`config.mk`:
```
export PLATFORM = sky130hd
export DESIGN_NAME = aes_key_expand128
export DESIGN_NICKNAME = d
export VERILOG_FILES = /design/src/rtl/aes_key_expand128.sv
export SDC_FILE = /design/constraint.sdc
export NUM_CORES = 1
export LEC_CHECK = 0
export BUFFER_PORTS_ARGS = -buffer_cell sky130_fd_sc_hd__buf_2
export CAP_MARGIN = 20
export CORE_MARGIN = 2
export CORE_UTILIZATION = 40
export DETAILED_ROUTE_END_ITERATION = 12
export SYNTH_ARGS = -nofsm -noshare
export SYNTH_HDL_FRONTEND = slang
export SYNTH_HIERARCHICAL = 1
export SYNTH_SLANG_ARGS = --single-unit
export TNS_END_PERCENT = 30
```
`constraint.sdc`:
```
create_clock -name mclk -period 4 [get_ports mclk]
set_clock_uncertainty 0.2 [all_clocks]
set_input_delay 0.4 -clock mclk [delete_from_list [all_inputs] [get_ports mclk]]
set_output_delay 0.4 -clock mclk [all_outputs]
set_load 0.05 [all_outputs]
```
`src/rtl/aes_key_expand128.sv`:
```
// Iterative AES-128 key expansion: emits round keys 0..10 over a valid/ready stream.
// Define AES_KEYEXP_FOUR_SBOX_EN to substitute all four RotWord bytes in a single cycle.

module aes_sbox (
  input  logic [7:0] a,
  output logic [7:0] d
);

  localparam logic [2047:0] SBOX = {
    128'h637c777bf26b6fc53001672bfed7ab76,
    128'hca82c97dfa5947f0add4a2af9ca472c0,
    128'hb7fd9326363ff7cc34a5e5f171d83115,
    128'h04c723c31896059a071280e2eb27b275,
    128'h09832c1a1b6e5aa0523bd6b329e32f84,
    128'h53d100ed20fcb15b6acbbe394a4c58cf,
    128'hd0efaafb434d338545f9027f503c9fa8,
    128'h51a3408f929d38f5bcb6da2110fff3d2,
    128'hcd0c13ec5f974417c4a77e3d645d1973,
    128'h60814fdc222a908846eeb814de5e0bdb,
    128'he0323a0a4906245cc2d3ac629195e479,
    128'he7c8376d8dd54ea96c56f4ea657aae08,
    128'hba78252e1ca6b4c6e8dd741f4bbd8b8a,
    128'h703eb5664803f60e613557b986c11d9e,
    128'he1f8981169d98e949b1e87e9ce5528df,
    128'h8ca1890dbfe6426841992d0fb054bb16
  };

  // Entry 0 sits in the most significant byte of the table.
  assign d = SBOX[11'd2047 - {a, 3'b000} -: 8];

endmodule

module aes_key_expand128 (
  input  logic         mclk,
  input  logic         reset_n,
  input  logic         start,
  input  logic [127:0] key_in,
  output logic         busy,
  output logic         rk_valid,
  input  logic         rk_ready,
  output logic [127:0] rk_data,
  output logic [3:0]   rk_round,
  output logic         done
);

  typedef enum logic [1:0] {IDLE, OUT, SUB, CALC} state_t;

  state_t        r_state;
  logic [127:0]  r_key;
  logic [3:0]    r_round;
  logic [31:0]   r_subWord;
  logic          r_busy;
  logic          r_valid;
  logic          r_done;

  logic [31:0]   w_w0, w_w1, w_w2, w_w3;
  logic [31:0]   w_rot;
  logic [3:0]    w_nextRound;
  logic [7:0]    w_rcon;
  logic [31:0]   w_n0, w_n1, w_n2, w_n3;

  function automatic logic [7:0] rconFor(input logic [3:0] round);
    case (round)
      4'd1:    rconFor = 8'h01;
      4'd2:    rconFor = 8'h02;
      4'd3:    rconFor = 8'h04;
      4'd4:    rconFor = 8'h08;
      4'd5:    rconFor = 8'h10;
      4'd6:    rconFor = 8'h20;
      4'd7:    rconFor = 8'h40;
      4'd8:    rconFor = 8'h80;
      4'd9:    rconFor = 8'h1b;
      4'd10:   rconFor = 8'h36;
      default: rconFor = 8'h00;
    endcase
  endfunction

  assign w_w0        = r_key[127:96];
  assign w_w1        = r_key[95:64];
  assign w_w2        = r_key[63:32];
  assign w_w3        = r_key[31:0];
  assign w_rot       = {w_w3[23:0], w_w3[31:24]};
  assign w_nextRound = r_round + 4'd1;
  assign w_rcon      = rconFor(w_nextRound);
  assign w_n0        = w_w0 ^ r_subWord ^ {w_rcon, 24'h0};
  assign w_n1        = w_w1 ^ w_n0;
  assign w_n2        = w_w2 ^ w_n1;
  assign w_n3        = w_w3 ^ w_n2;

`ifdef AES_KEYEXP_FOUR_SBOX_EN
  logic [31:0] w_sboxOut;

  for (genvar g = 0; g < 4; g++) begin : g_sbox
    aes_sbox u_sbox (
      .a (w_rot[8*g +: 8]),
      .d (w_sboxOut[8*g +: 8])
    );
  end
`else
  logic [1:0]  r_cnt;
  logic [4:0]  w_bytePos;
  logic [7:0]  w_sboxOut;

  // Byte 0 is the most significant byte of RotWord, so the bit position counts down.
  assign w_bytePos = {~r_cnt, 3'b000};

  aes_sbox u_sbox (
    .a (w_rot[w_bytePos +: 8]),
    .d (w_sboxOut)
  );
`endif

  always_ff @(posedge mclk or negedge reset_n) begin
    if (!reset_n) begin
      r_state   <= IDLE;
      r_key     <= '0;
      r_round   <= '0;
      r_subWord <= '0;
      r_busy    <= 1'b0;
      r_valid   <= 1'b0;
      r_done    <= 1'b0;
`ifndef AES_KEYEXP_FOUR_SBOX_EN
      r_cnt     <= '0;
`endif
    end else begin
      r_done <= 1'b0;
      case (r_state)
        // A start arriving alongside the done pulse belongs to the finished run and is dropped.
        IDLE: begin
          if (start && !r_done) begin
            r_key   <= key_in;
            r_round <= '0;
            r_busy  <= 1'b1;
            r_valid <= 1'b1;
            r_state <= OUT;
          end
        end
        OUT: begin
          if (rk_ready) begin
            r_valid <= 1'b0;
            if (r_round == 4'd10) begin
              r_busy  <= 1'b0;
              r_done  <= 1'b1;
              r_state <= IDLE;
            end else begin
`ifndef AES_KEYEXP_FOUR_SBOX_EN
              r_cnt   <= '0;
`endif
              r_state <= SUB;
            end
          end
        end
        SUB: begin
`ifdef AES_KEYEXP_FOUR_SBOX_EN
          r_subWord <= w_sboxOut;
          r_state   <= CALC;
`else
          r_subWord[w_bytePos +: 8] <= w_sboxOut;
          r_cnt <= r_cnt + 2'd1;
          if (r_cnt == 2'd3) begin
            r_state <= CALC;
          end
`endif
        end
        CALC: begin
          r_key   <= {w_n0, w_n1, w_n2, w_n3};
          r_round <= w_nextRound;
          r_valid <= 1'b1;
          r_state <= OUT;
        end
        default: r_state <= IDLE;
      endcase
    end
  end

  assign busy     = r_busy;
  assign rk_valid = r_valid;
  assign rk_data  = r_key;
  assign rk_round = r_round;
  assign done     = r_done;

endmodule

```
==> results.md <==
- WL/cell: 25.7 µm
- Slowest-stage cell, CP: mux4_2
- Worst Path Arrival: 3.99 ns
- FF-to-FF setup slack: 0.20 ns
- Mean post-synth cell area: 8.35 µm²
- CTS max path bufs: 2
- Via count: 15000
- R2R depth: 12
- First-pass GRT wire length: 90.6 mm
- Post-route clock period utilization: 0.949
- CP Class: flip-flop to flip-flop
- Min-Delay Startpoint: key_in[60]
- Slowest cell delay on critical path: 0.62 ns
- Post-synthesis register bit count: 171
- Top post-synthesis cells by area: dfrtp_1 31%, a21oi_1 6.4%, o21ai_0 5.6%
- Synth area leader: dfrtp_1
- Clock Sinks: 171
- Routed wire length: 60.8 mm
- WP data required: 4.20 ns
- Hold Path Class: input pin to flip-flop
- DRT Pass-1 Iters: 6
- Site row count: 68
- Ys async rst share: 1.00
- CTS Buf Count: 17
- Critical path's top delay family: compound AO/OA/AOI/OAI gates
- Distinct cells, synth: 99
- Most used flip-flop cell after synthesis: dfrtp_1
- Via density: 6.31
- Gr ovfl total: 0
- Buffers & Inverters on Critical Path: 3
- Crit path launch: r_cnt[0]$_DFFE_PN0P_
- Crit start category: flip-flop
- Final #Nets: 2061
- GPL Wtd Cong: 1.07
- Status: completed
- Core region area: 0.0345 mm²
- CP Max Fanout: 8
- CP Capture Type: flip-flop
- Die height: 191 µm
- Reg clk slew, reported paths: 0.08 ns
- Tot GR Track Use: 0.333
- Syn. warnings: 6
- Mapped Nets: 1839
- Area delta synth->final: 19.4%
- Fillers: 3495
- Max Cap Violations: 0
- Max-slew violation count: 0
- Reg2reg end: r_subWord[21]$_DFFE_PN0P_
- Synthesized cell area: 0.0140 mm²
- Input/output buffers: 266
- RSZ-0062 raised after global routing: false
- CP Depth: 12
- Die footprint: 0.0365 mm²
- Setup violations, final: 0
- Final Hold Fails: 0
- Fmax: 263 MHz
- Top cell type's share of synthesized area: 0.305
- Number of synthesized flops with an enable pin: 0
- Sequential share of the synthesized area: 0.305
- Worst-skew pair later-pin latency: 0.46 ns
- Layout cell share with drive strength beyond 1: 0.235
- Slew Limit Headroom: 0.378
- Most common cell after layout, fill and taps aside: buf_2
- H-tree lvl count: 4
- Vias in the first global route: 14100
- Residual DRC: 0
- CP Cell Sequence: mux4_2, inv_1, buf_4, ha_1, nor2_1, buf_4, o21ai_0, o311a_1, o21ai_0, a211oi_1, a21o_1, a22o_1
- Initial antenna violation count: 3
- FF-to-FF Start: r_cnt[0]$_DFFE_PN0P_
- Setup TNS: 0 ns
- Worst Tran Pin Value: 0.931 ns
- Crit path to: r_subWord[21]$_DFFE_PN0P_
- Die W: 191 µm
- Tmin final: 3.80 ns
- Starting Density: 0.406
- CTS tree: yes
- ANT nets after route: 0
- Most frequent cells in the layout: 265 x buf_2, 179 x a21oi_1, 170 x dfrtp_1
- Syn Inst Count: 1677
- Clock Root Buffer: clkbuf_16
- Io pins: 267
- Post-DP HPWL: 44.6 mm
- Largest net degree at the start of global routing: 186
- Initial DRC Count: 1673
## layer usage
metal  GRT usage  share of wire  vias to the layer above
li1            -              -                     6832
met1       0.451           0.43                     7252
met2       0.499           0.43                      741
met3      0.0863          0.090                      128
met4       0.147          0.045                        2
met5           0        0.00021                        -
## cell usage after synthesis, types with 11 or more instances
master and instances:
a21oi_1 179, dfrtp_1 171, o21ai_0 158, nand3_1 131
o22ai_1 124, clkbuf_1 92, nand2_1 83, nor2_1 65
xor2_1 61, o22a_1 56, xnor2_1 40, mux2i_1 37
buf_2 36, a22o_1 34, ha_1 30, nand2b_1 29
nor3_1 25, nor2b_1 19, a31oi_1 17, inv_1 16
o211ai_1 15, buf_4 12, mux4_2 12, buf_1 11
## worst reg2reg max path, delay by kind of cell, from the launching register on
family	cells	cell delay (ns)
buffers and inverters	3	0.54
AOI/OAI and AO/OA	6	1.54
and+or+nand+nor	1	0.06
DFF	1	0.49
muxes	1	0.62
adders and majority gates	1	0.29
## area by class of cell
class,instances,area [µm²],area share
sequential,171,4280,0.256
clock inverter,15,210,0.0126
timing repair buffer,364,2230,0.133
multi-input combinational,1325,8930,0.534
inverter,20,77.6,0.00464
clock buffer,17,425,0.0254
tap,455,569,0.0340
antenna,2,5.00,0.000299
## timing repair
action                                  CTS  global route
endpoints found under the hold margin    71             0
resized for setup                         0             4
buffers inserted                          0             0
endpoints found under the setup margin    0            20
hold buffers                              7             0
## kinds of logic (layout without fill, tap and decap cells)
logic type / after synthesis / after routing / synth area share
AOI/OAI and AO/OA: 716 / 716 / 0.331
adders and majority gates: 30 / 30 / 0.0268
xor gates and xnor gates: 107 / 107 / 0.0723
other: 0 / 2 / 0
DFF: 171 / 171 / 0.305
muxes: 56 / 56 / 0.0516
and+or+nand+nor: 416 / 416 / 0.153
buffers and inverters: 181 / 416 / 0.0606
## how the worst min path moves through the flow
stage,end,cells past startpoint
4_1_cts,rk_data[40]$_DFFE_PN0P_,3
2_1_floorplan,busy$_DFFE_PN0P_,0
3_5_place_dp,rk_round[0]$_DFFE_PN0P_,1
5_1_grt,rk_data[101]$_DFFE_PN0P_,3
3_3_place_gp,rk_round[3]$_DFFE_PN0P_,1
6_report,rk_data[60]$_DFFE_PN0P_,3
## sequential cells by signal (all words and copies together) (netlist names)
register   count
r_cnt          2
rk_round       4
rk_data      128
done           1
rk_valid       1
r_state        2
busy           1
r_subWord     32
## per-stage QoR
| step | instance area, µm² | cells | utilization | hold slack, ns | worst slack, ns |
|---|---|---|---|---|---|
| after floorplan | 14000 | 1677 | - | -0.0956 | 0.0537 |
| after global placement | 16000 | 2328 | 0.463 | 0.254 | 0.0249 |
| after detailed placement | 16000 | 2328 | 0.463 | 0.244 | 0.0456 |
| after CTS | 16700 | 2367 | 0.484 | 0.0000371 | 0.0291 |
| after global routing | 16700 | 2369 | 0.484 | 0.0261 | 0.0173 |
| final | 16700 | 2369 | 0.484 | 0.0208 | 0.203 |
Power is not shown: default switching activity piles up to over one toggle a cycle in this logic, so the estimate is an artifact.
